<file path="src/rtl/coolgirl_bank_pkg.sv">
// Shared encodings for the CPU-side PRG bank unit: page-layout modes and
// register-region decodes selected by CPU A14..A13 inside $8000-$DFFF.
package coolgirl_bank_pkg;

  typedef enum logic [1:0] {
    MODE_32K     = 2'd0,
    MODE_16K     = 2'd1,
    MODE_8K      = 2'd2,
    MODE_8K_SWAP = 2'd3
  } prg_mode_e;

  localparam logic [1:0] REG_BANK = 2'b00;
  localparam logic [1:0] REG_MODE = 2'b01;
  localparam logic [1:0] REG_LOCK = 2'b10;

endpackage

</file>
<file path="src/rtl/power_on_hold_counter.sv">
// Counts INIT_CYCLES rising edges of m2 after reset, then holds done high.
// Re-asserting reset_n at any point restarts the count.
module power_on_hold_counter #(
  parameter int INIT_CYCLES = 15
) (
  input  logic m2,
  input  logic reset_n,
  output logic done
);

  localparam int CNT_W = $clog2(INIT_CYCLES + 1);

  logic [CNT_W-1:0] count;

  // NOTE: sequential state uses non-blocking assignments so every flop samples
  // pre-edge values; blocking here would create order-dependent simulation.
  always_ff @(posedge m2 or negedge reset_n) begin
    if (!reset_n) begin
      count <= CNT_W'(INIT_CYCLES);
    end else if (count != '0) begin
      count <= count - CNT_W'(1);
    end
  end

  assign done = (count == '0);

endmodule

</file>
<file path="src/rtl/prg_bank_translator.sv">
// CPU-side PRG bank unit: bank/mode registers at $8000-$DFFF and translation of
// $8000-$FFFF into an outer-banked flash page. Optional lock: `BANK_LOCK_EN.
module prg_bank_translator
  import coolgirl_bank_pkg::*;
#(
  parameter int NUM_BANKS   = 4,
  parameter int BANK_W      = 8,
  parameter int OUT_W       = 14,
  parameter int INIT_CYCLES = 15
) (
  input  logic             m2,
  input  logic             reset_n,
  input  logic             romsel,
  input  logic             cpu_rw_in,
  input  logic [14:0]      cpu_addr_in,
  input  logic [7:0]       cpu_data_in,
  input  logic [OUT_W-1:0] base_in,
  input  logic [OUT_W-1:0] mask_in,
  output logic [OUT_W-1:0] cpu_addr_out,
  output logic             init_done,
  output logic             write_ack
);

  localparam int IDX_W  = (NUM_BANKS > 1) ? $clog2(NUM_BANKS) : 1;
  localparam int PAGE_W = (OUT_W > BANK_W + 1) ? OUT_W : BANK_W + 1;

  logic [BANK_W-1:0] bank [NUM_BANKS];
  prg_mode_e         mode;
  logic [1:0]        region;
  logic [IDX_W-1:0]  wr_idx;
  logic [BANK_W-1:0] bank_wdata;
  logic [BANK_W+7:0] data_ext;
  logic              wr_en, bank_we, mode_we, lock_we, locked;

  power_on_hold_counter #(.INIT_CYCLES(INIT_CYCLES)) u_hold (
    .m2      (m2),
    .reset_n (reset_n),
    .done    (init_done)
  );

  assign region     = cpu_addr_in[14:13];
  assign wr_idx     = cpu_addr_in[IDX_W-1:0];
  assign data_ext   = {{BANK_W{1'b0}}, cpu_data_in};
  assign bank_wdata = data_ext[BANK_W-1:0];
  assign wr_en      = init_done && !romsel && !cpu_rw_in;
  assign bank_we    = wr_en && (region == REG_BANK) && !locked;
  assign mode_we    = wr_en && (region == REG_MODE) && !locked;

`ifdef BANK_LOCK_EN
  // Lock is sticky until reset: software can freeze the PRG layout for a game.
  assign lock_we = wr_en && (region == REG_LOCK) && cpu_data_in[7];

  always_ff @(posedge m2 or negedge reset_n) begin
    if (!reset_n) begin
      locked <= 1'b0;
    end else if (lock_we) begin
      locked <= 1'b1;
    end
  end
`else
  assign lock_we = 1'b0;
  assign locked  = 1'b0;
`endif

  // NOTE: the bank file is small and its reset value is architecturally
  // visible, so every entry is reset rather than left as uninitialised RAM.
  always_ff @(posedge m2 or negedge reset_n) begin
    if (!reset_n) begin
      for (int i = 0; i < NUM_BANKS; i++) bank[i] <= '0;
      mode      <= MODE_32K;
      write_ack <= 1'b0;
    end else begin
      for (int i = 0; i < NUM_BANKS; i++) begin
        if (bank_we && (NUM_BANKS == 1 || int'(wr_idx) == i)) bank[i] <= bank_wdata;
      end
      if (mode_we) mode <= prg_mode_e'(cpu_data_in[1:0]);
      write_ack <= bank_we || mode_we || lock_we;
    end
  end

  logic [1:0]        s, slot;
  logic [BANK_W-1:0] b_sel;
  logic [PAGE_W-1:0] page;

  assign s = cpu_addr_in[14:13];

  // NOTE: every signal gets a default before the case so no path leaves it
  // unassigned, which would otherwise infer a latch.
  always_comb begin
    slot  = s;
    b_sel = '0;
    page  = '0;
    if (mode == MODE_8K_SWAP && !s[0]) slot = {~s[1], s[0]};
    for (int i = 0; i < NUM_BANKS; i++) begin
      if (i == int'(slot) % NUM_BANKS) b_sel = bank[i];
    end
    case (mode)
      MODE_32K: page = PAGE_W'({bank[0][BANK_W-3:0], s});
      MODE_16K: page = s[1] ? {{(PAGE_W-1){1'b1}}, s[0]} : PAGE_W'({bank[0], s[0]});
      MODE_8K, MODE_8K_SWAP: begin
        if (slot == 2'd3 && NUM_BANKS < 4) page = '1;
        else                               page = PAGE_W'(b_sel);
      end
      default: page = '0;
    endcase
  end

  assign cpu_addr_out = init_done ? (base_in | (OUT_W'(page) & ~mask_in)) : base_in;

  // Address bits above the register index and data bits above the bank width
  // have no function here.
  logic unused_bits;
  assign unused_bits = ^{cpu_addr_in, cpu_data_in, page};

endmodule

</file>
<file path="config.mk">
export PLATFORM = sky130hd
export DESIGN_NAME = prg_bank_translator
export DESIGN_NICKNAME = d
export VERILOG_FILES = /design/src/rtl/coolgirl_bank_pkg.sv /design/src/rtl/power_on_hold_counter.sv /design/src/rtl/prg_bank_translator.sv
export SDC_FILE = /design/constraint.sdc
export NUM_CORES = 1
export LEC_CHECK = 0
export ABC_AREA = 1
export BUFFER_PORTS_ARGS = -buffer_cell sky130_fd_sc_hd__buf_4
export CORE_MARGIN = 2
export CORE_UTILIZATION = 55
export CTS_CLUSTER_DIAMETER = 150
export DETAILED_ROUTE_END_ITERATION = 7
export PLACE_DENSITY = 0.81
export SETUP_SLACK_MARGIN = 0.3
export SYNTH_ARGS = -nofsm -noshare
export SYNTH_HDL_FRONTEND = slang
export SYNTH_SLANG_ARGS = --single-unit
</file>
<file path="constraint.sdc">
create_clock -name m2 -period 5.3 [get_ports m2]
set_input_delay 0.265 -clock m2 [delete_from_list [all_inputs] [get_ports m2]]
set_output_delay 0.265 -clock m2 [all_outputs]
set_load 0.01 [all_outputs]
</file>
# After elaboration in Yosys (flattened, before gate mapping)
# Cells that the tools add are included.
dict set report totals {
  in_bits 55
  reg_bits 39
}
dict set report op_classes {
  bitwise 4
  n_mux 8
  n_eq_ne 10
  n_reduce_logical 20
  addsub 1
}
# operator n
set op_table {}
lappend op_table {{$pmux 14 s3} 1}
lappend op_table {{$logic_not 32->1} 1}
lappend op_table {{$mux 8} 4}
lappend op_table {{$mux 14} 2}
lappend op_table {{$and 14x14->14} 1}
lappend op_table {{$not 14->14} 1}
lappend op_table {{$or 14x14->14} 1}
lappend op_table {{$logic_and 1x1->1} 9}
lappend op_table {{$eq 2x2->1 const B} 4}
lappend op_table {{$eq 2x1->1 const B} 3}
lappend op_table {{$logic_not 2->1} 3}
lappend op_table {{$eq 2x2->1 const A} 2}
lappend op_table {{$logic_not 4->1} 1}
lappend op_table {{$reduce_bool 4->1} 1}
lappend op_table {{$sub 4x1->4 const B} 1}
lappend op_table {{$logic_not 1->1} 3}
lappend op_table {{$eq 1x2->1 const A} 1}
lappend op_table {{$mux 2} 1}
lappend op_table {{$reduce_or 2->1} 1}
lappend op_table {{$logic_or 1x1->1} 1}
lappend op_table {{$not 1->1} 1}

# Depth between registers and ports, before layout
dict set report depth {
  depth_word 12
  depth_mapped 11
  mapped_depth_nobuf 10
}

# By module
# From an unflattened synthesis, not the netlist that was laid out.
dict set report unflattened {
  hier_cells 317
  area_unflattened_um2 2326.0
}
# mod area_each_um2 instances cells_per_inst seq_area_each_um2
set by_module_without_submodules {}
lappend by_module_without_submodules {prg_bank_translator 2105.8 1 287 875.8}
lappend by_module_without_submodules {power_on_hold_counter 220.2 1 30 105.1}

# Least setup slack after synthesis
# OpenSTA, ideal clock, no wires.
dict set report synth_timing {
  kind {register to register}
  startpoint {register u_hold.count[0]}
  endpoint {register bank[22] (netlist bit)}
  arrival_ps 1609
  slack_ps 3565
  setup_time_ps 126
  n_path_buf 1
  path_stages_with_launch 11
  path_cell_list {dfstp_2 inv_1 ha_1 nand2_2 nor2_4 nand3b_4 nor3_4 nand2_1 buf_6 nand2_1 o21ai_0}
}
dict set report synth_via {
  elab_chain_len 5
}
# item line_no
set synth_lines {}
lappend synth_lines {{start: declaration} power_on_hold_counter.sv:13} ;# logic [CNT_W-1:0] count;
lappend synth_lines {{start signal: assignment} power_on_hold_counter.sv:19} ;# count <= CNT_W'(INIT_CYCLES);
lappend synth_lines {{start signal: assignment} power_on_hold_counter.sv:21} ;# count <= count - CNT_W'(1);
lappend synth_lines {{$logic_not 4->1} power_on_hold_counter.sv:25} ;# assign done = (count == '0);
lappend synth_lines {{net init_done} prg_bank_translator.sv:20} ;# output logic init_done,
lappend synth_lines {{$logic_and 1x1->1 (2 in series)} prg_bank_translator.sv:45} ;# assign wr_en = init_done && !romsel && !cpu_rw_in;
lappend synth_lines {{$logic_and 1x1->1} prg_bank_translator.sv:46} ;# assign bank_we = wr_en && (region == REG_BANK) && !locked;
lappend synth_lines {{$logic_and 1x1->1} prg_bank_translator.sv:74} ;# if (bank_we && (NUM_BANKS == 1 || int'(wr_idx) == i)) bank[i] <= bank_wdata;
lappend synth_lines {{end: declaration} prg_bank_translator.sv:27} ;# logic [BANK_W-1:0] bank [NUM_BANKS];
# The timed path passes the listed nets, and every way through them passes these cells.
# A chain may end at the register's enable or synchronous reset.

# Worst setup path after layout
dict set report layout_timing {
  startpoint {register mode[0]}
  endpoint {output port cpu_addr_out[7]}
}
dict set report layout_via {
  elab_chain_len 12
  word_cells_on_any_way 19
  classes_between {6 x eq/ne; 7 x mux; 2 x bitwise; 4 x reduce/logical}
}
# item line_no
set layout_lines {}
lappend layout_lines {{start: declaration} prg_bank_translator.sv:28} ;# prg_mode_e mode;
lappend layout_lines {{start signal: assignment} prg_bank_translator.sv:76} ;# if (mode_we) mode <= prg_mode_e'(cpu_data_in[1:0]);
lappend layout_lines {{$eq 2x2->1} {prg_bank_translator.sv:93, prg_bank_translator.sv:97}}
lappend layout_lines {{$logic_and 1x1->1} prg_bank_translator.sv:93} ;# if (mode == MODE_8K_SWAP && !s[0]) slot = {~s[1], s[0]};
lappend layout_lines {{$mux 2} prg_bank_translator.sv:93}
lappend layout_lines {{$logic_not 32->1} prg_bank_translator.sv:95} ;# if (i == int'(slot) % NUM_BANKS) b_sel = bank[i];
lappend layout_lines {{$mux 8 (4 in series)} prg_bank_translator.sv:95}
lappend layout_lines {{$pmux 14 s3 (*)} prg_bank_translator.sv:97} ;# case (mode)
lappend layout_lines {{$and 14x14->14 (*)} prg_bank_translator.sv:108} ;# assign cpu_addr_out = init_done ? (base_in | (OUT_W'(page) & ~mask_in)) : base_in;
lappend layout_lines {{$or 14x14->14 (*)} prg_bank_translator.sv:108}
lappend layout_lines {{$mux 14 (*)} prg_bank_translator.sv:108}
lappend layout_lines {{end: declaration} prg_bank_translator.sv:19} ;# output logic [OUT_W-1:0] cpu_addr_out,
# Mark *: on every way between the ends. The rest lies on a longest branch, timed or not.

==> impl_metrics.json <==
{
  "status": "finished, final reports clean",
  "max-vdd-ir-drop_mv": 0.260,
  "grt_pass1_wl_um": 9030,
  "min_delay_worst_endpoint": "write_ack",
  "start_kind": "flip-flop",
  "pwr-share-clk_pct": 25.6,
  "antennaDiodeCount": 0,
  "drt-pass1-iter-count": 4,
  "use_met1_pct": 35.6,
  "yosys.area.top_type": "dfrtp_1",
  "utilization_pct": 69.8,
  "regArea_um2": 981,
  "relSlewSlack_pct": 63.4,
  "global_route.usage.total_pct": 26.3,
  "insertion_delay_ns": 0.30,
  "cts.clk_slew.worst_paths_ns": 0.07,
  "slew_violations": 0,
  "finClkSkew_ns": 0.00718,
  "rows": 23,
  "drtIter0Drc": 145,
  "portBuffers": 59,
  "clock_sinks": 39,
  "reg2reg_slack_ns": 3.26,
  "power.leakage_uw": 0.00146,
  "core_area_um2": 3970,
  "yosys_warnings": 0,
  "hold_start": "cpu_addr_in[14]",
  "syn_inst": 308,
  "rsz0062_at_grt": "false",
  "criticalPathCategory": "reg2out",
  "p_sw_uw": 255,
  "nNetsFinal": 422,
  "dp_hpwl_um": 4080,
  "cp_common_cell": "nand2_1",
  "vias": 2160,
  "fin_crit_ns": 2.35,
  "antenna_found_initial": 0,
  "grt_overflow": 0,
  "ant_nets": 0,
  "crit_fanout": 9,
  "drc": 0,
  "cts_made_buffers": 5,
  "cts_tree": "yes",
  "worst_pin_slew_ns": 0.547,
  "ys_types": 25,
  "hp-class": "in2reg",
  "setup_violations": 0,
  "seqPwrFrac_pct": 48.8,
  "post_cts_buffers": 0,
  "fmax_mhz": 425,
  "die_area_um2": 4640,
  "setup_slack_ns": 2.95,
  "worst_r2r_path_depth": 9,
  "crit_chain": "nand4_1 > nand2_2 > nand2_1 > nand3_1 > nand2_1 > nand2_1 > nand2_1 > nand2_1 > buf_4",
  "hold_depth": 2,
  "internal-power_uw": 524,
  "r2r_end": "bank[27]",
  "wl_per_cell_um": 13.5,
  "fin_crit_sh_pct": 44.4,
  "holdBufCountCts": 1,
  "final_hold_viol_count": 0,
  "cpMaxStageDelayCell": "dfrtp_1",
  "setup_tns_ns": 0,
  "timing.rr.start": "u_hold.count[0]",
  "routabilityCongestion": 0.862,
  "postSynthAreaPerCell_um2": 7.34,
  "cts_resized": 0,
  "whs_ns": 0.197,
  "grt_max_degree": 40,
  "layout-drive-gt1-share_pct": 22.6,
  "multi_input_area_um2": 1030,
  "dpl_worst_slack_ns": 3.13,
  "htree_levels": 2,
  "synth_nets": 364,
  "layout_common_cells": "90 x nand2_1, 59 x buf_4, 45 x o21ai_0",
  "met3_usage_pct": 5.59,
  "synthTopCellsByArea": "dfrtp_1 39%, nand2_1 15%, o21ai_0 10%",
  "fillers": 360,
  "crit_start": "mode[0]",
  "initial_core_util_pct": 56.9,
  "yosysSeqAreaShare_pct": 43.4,
  "synth_top_area_share_pct": 38.7,
  "cts_root_buf": "clkbuf_8",
  "cp_slowest_stage_delay_ns": 0.47,
  "cp.required_ns": 5.04,
  "syn2layout_area_growth_pct": 22.6,
  "netlist_area_um2": 2260,
  "viasPerCell": 5.18,
  "power_frac_comb_pct": 25.6,
  "layout_commonest_cell": "nand2_1",
  "worst_setup_path_end_kind": "output port",
  "cp.arrival_ns": 2.09,
  "grt_pass1_vias": 1935,
  "routed_wl_um": 5620,
  "dieWidth_um": 68.1,
  "cts_buffer_depth": 2,
  "met2_usage_pct": 42.8,
  "cap_violations": 0,
  "power_density_nw_per_um2": 281,
  "chipHeight_um": 68.1,
  "top_usage_layer": "met2",
  "switching_share_pct": 32.7,
  "ios": 71,
  "synth-seq-cells": 39
}
state kept, by name, indices dropped and copies added (netlist names):
register / count
bank: 32
mode: 2
u_hold.count: 4
write_ack: 1
power groups by stage:
stage / clock network (uW) / logic, uW / registers (uW)
6_report: 200 / 199 / 380
3_5_place_dp: 0 / 197 / 384
3_3_place_gp: 0 / 190 / 383
4_1_cts: 201 / 199 / 379
2_1_floorplan: 0 / 130 / 371
5_1_grt: 214 / 229 / 385
kinds of logic after synthesis:
group | share of synthesized area, %
compound gates | 14.8
xor+xnor | 0.387
fa+ha+maj | 0.553
buf+inv | 11.1
flops | 43.4
simple gates | 29.8
final cells by class:
type                            instances  share of cell area [%]
Timing Repair Buffer                   60                    16.3
Tap cell                               50                    2.26
Multi-Input combinational cell        218                    37.1
Clock inverter                          3                   0.722
Sequential cell                        39                    35.4
Inverter                               42                    5.69
Clock buffer                            5                    2.48
worst max-delay path: cells and delay by family, from the launching register on:
kind | cells | cell delay [ns]
buffers and inverters | 1 | 0.11
DFF | 1 | 0.47
and+or+nand+nor | 8 | 1.21
per-layer routing:
| layer | wire length [um] | up-vias |
|---|---|---|
| met2 | 2530 | 96 |
| met5 | 0 | - |
| met1 | 2510 | 960 |
| met3 | 502 | 8 |
| li1 | - | 1096 |
| met4 | 72 | 0 |
worst max path at each step:
stage / end / cells after the start
after detailed placement: cpu_addr_out[7] / 11
after floorplan: bank[22] / 10
final: cpu_addr_out[7] / 9
after global routing: cpu_addr_out[3] / 9
after global placement: cpu_addr_out[7] / 11
after CTS: cpu_addr_out[7] / 9
synth_stat cells, drive strengths merged:
cell type / instances
nand4: 10
buf: 4
or2: 3
nand3: 12
ha: 1
bufbuf: 1
clkinv: 2
nor3: 2
nor2: 31
a21oi: 12
dfstp: 4
o21ai: 46
clkbuf: 4
dfrtp: 35
xor2: 1
inv: 40
nand3b: 1
o21bai: 6
nand2: 93
through the flow:
stage          power (uW)  cell area [um^2]  cells
3_3_place_gp          573              2670    408
3_5_place_dp          581              2670    408
4_1_cts               779              2770    417
6_report              779              2770    417
5_1_grt               828              2770    417
2_1_floorplan         501              2260    308
Note: power is estimated with default switching activity, not from simulation.
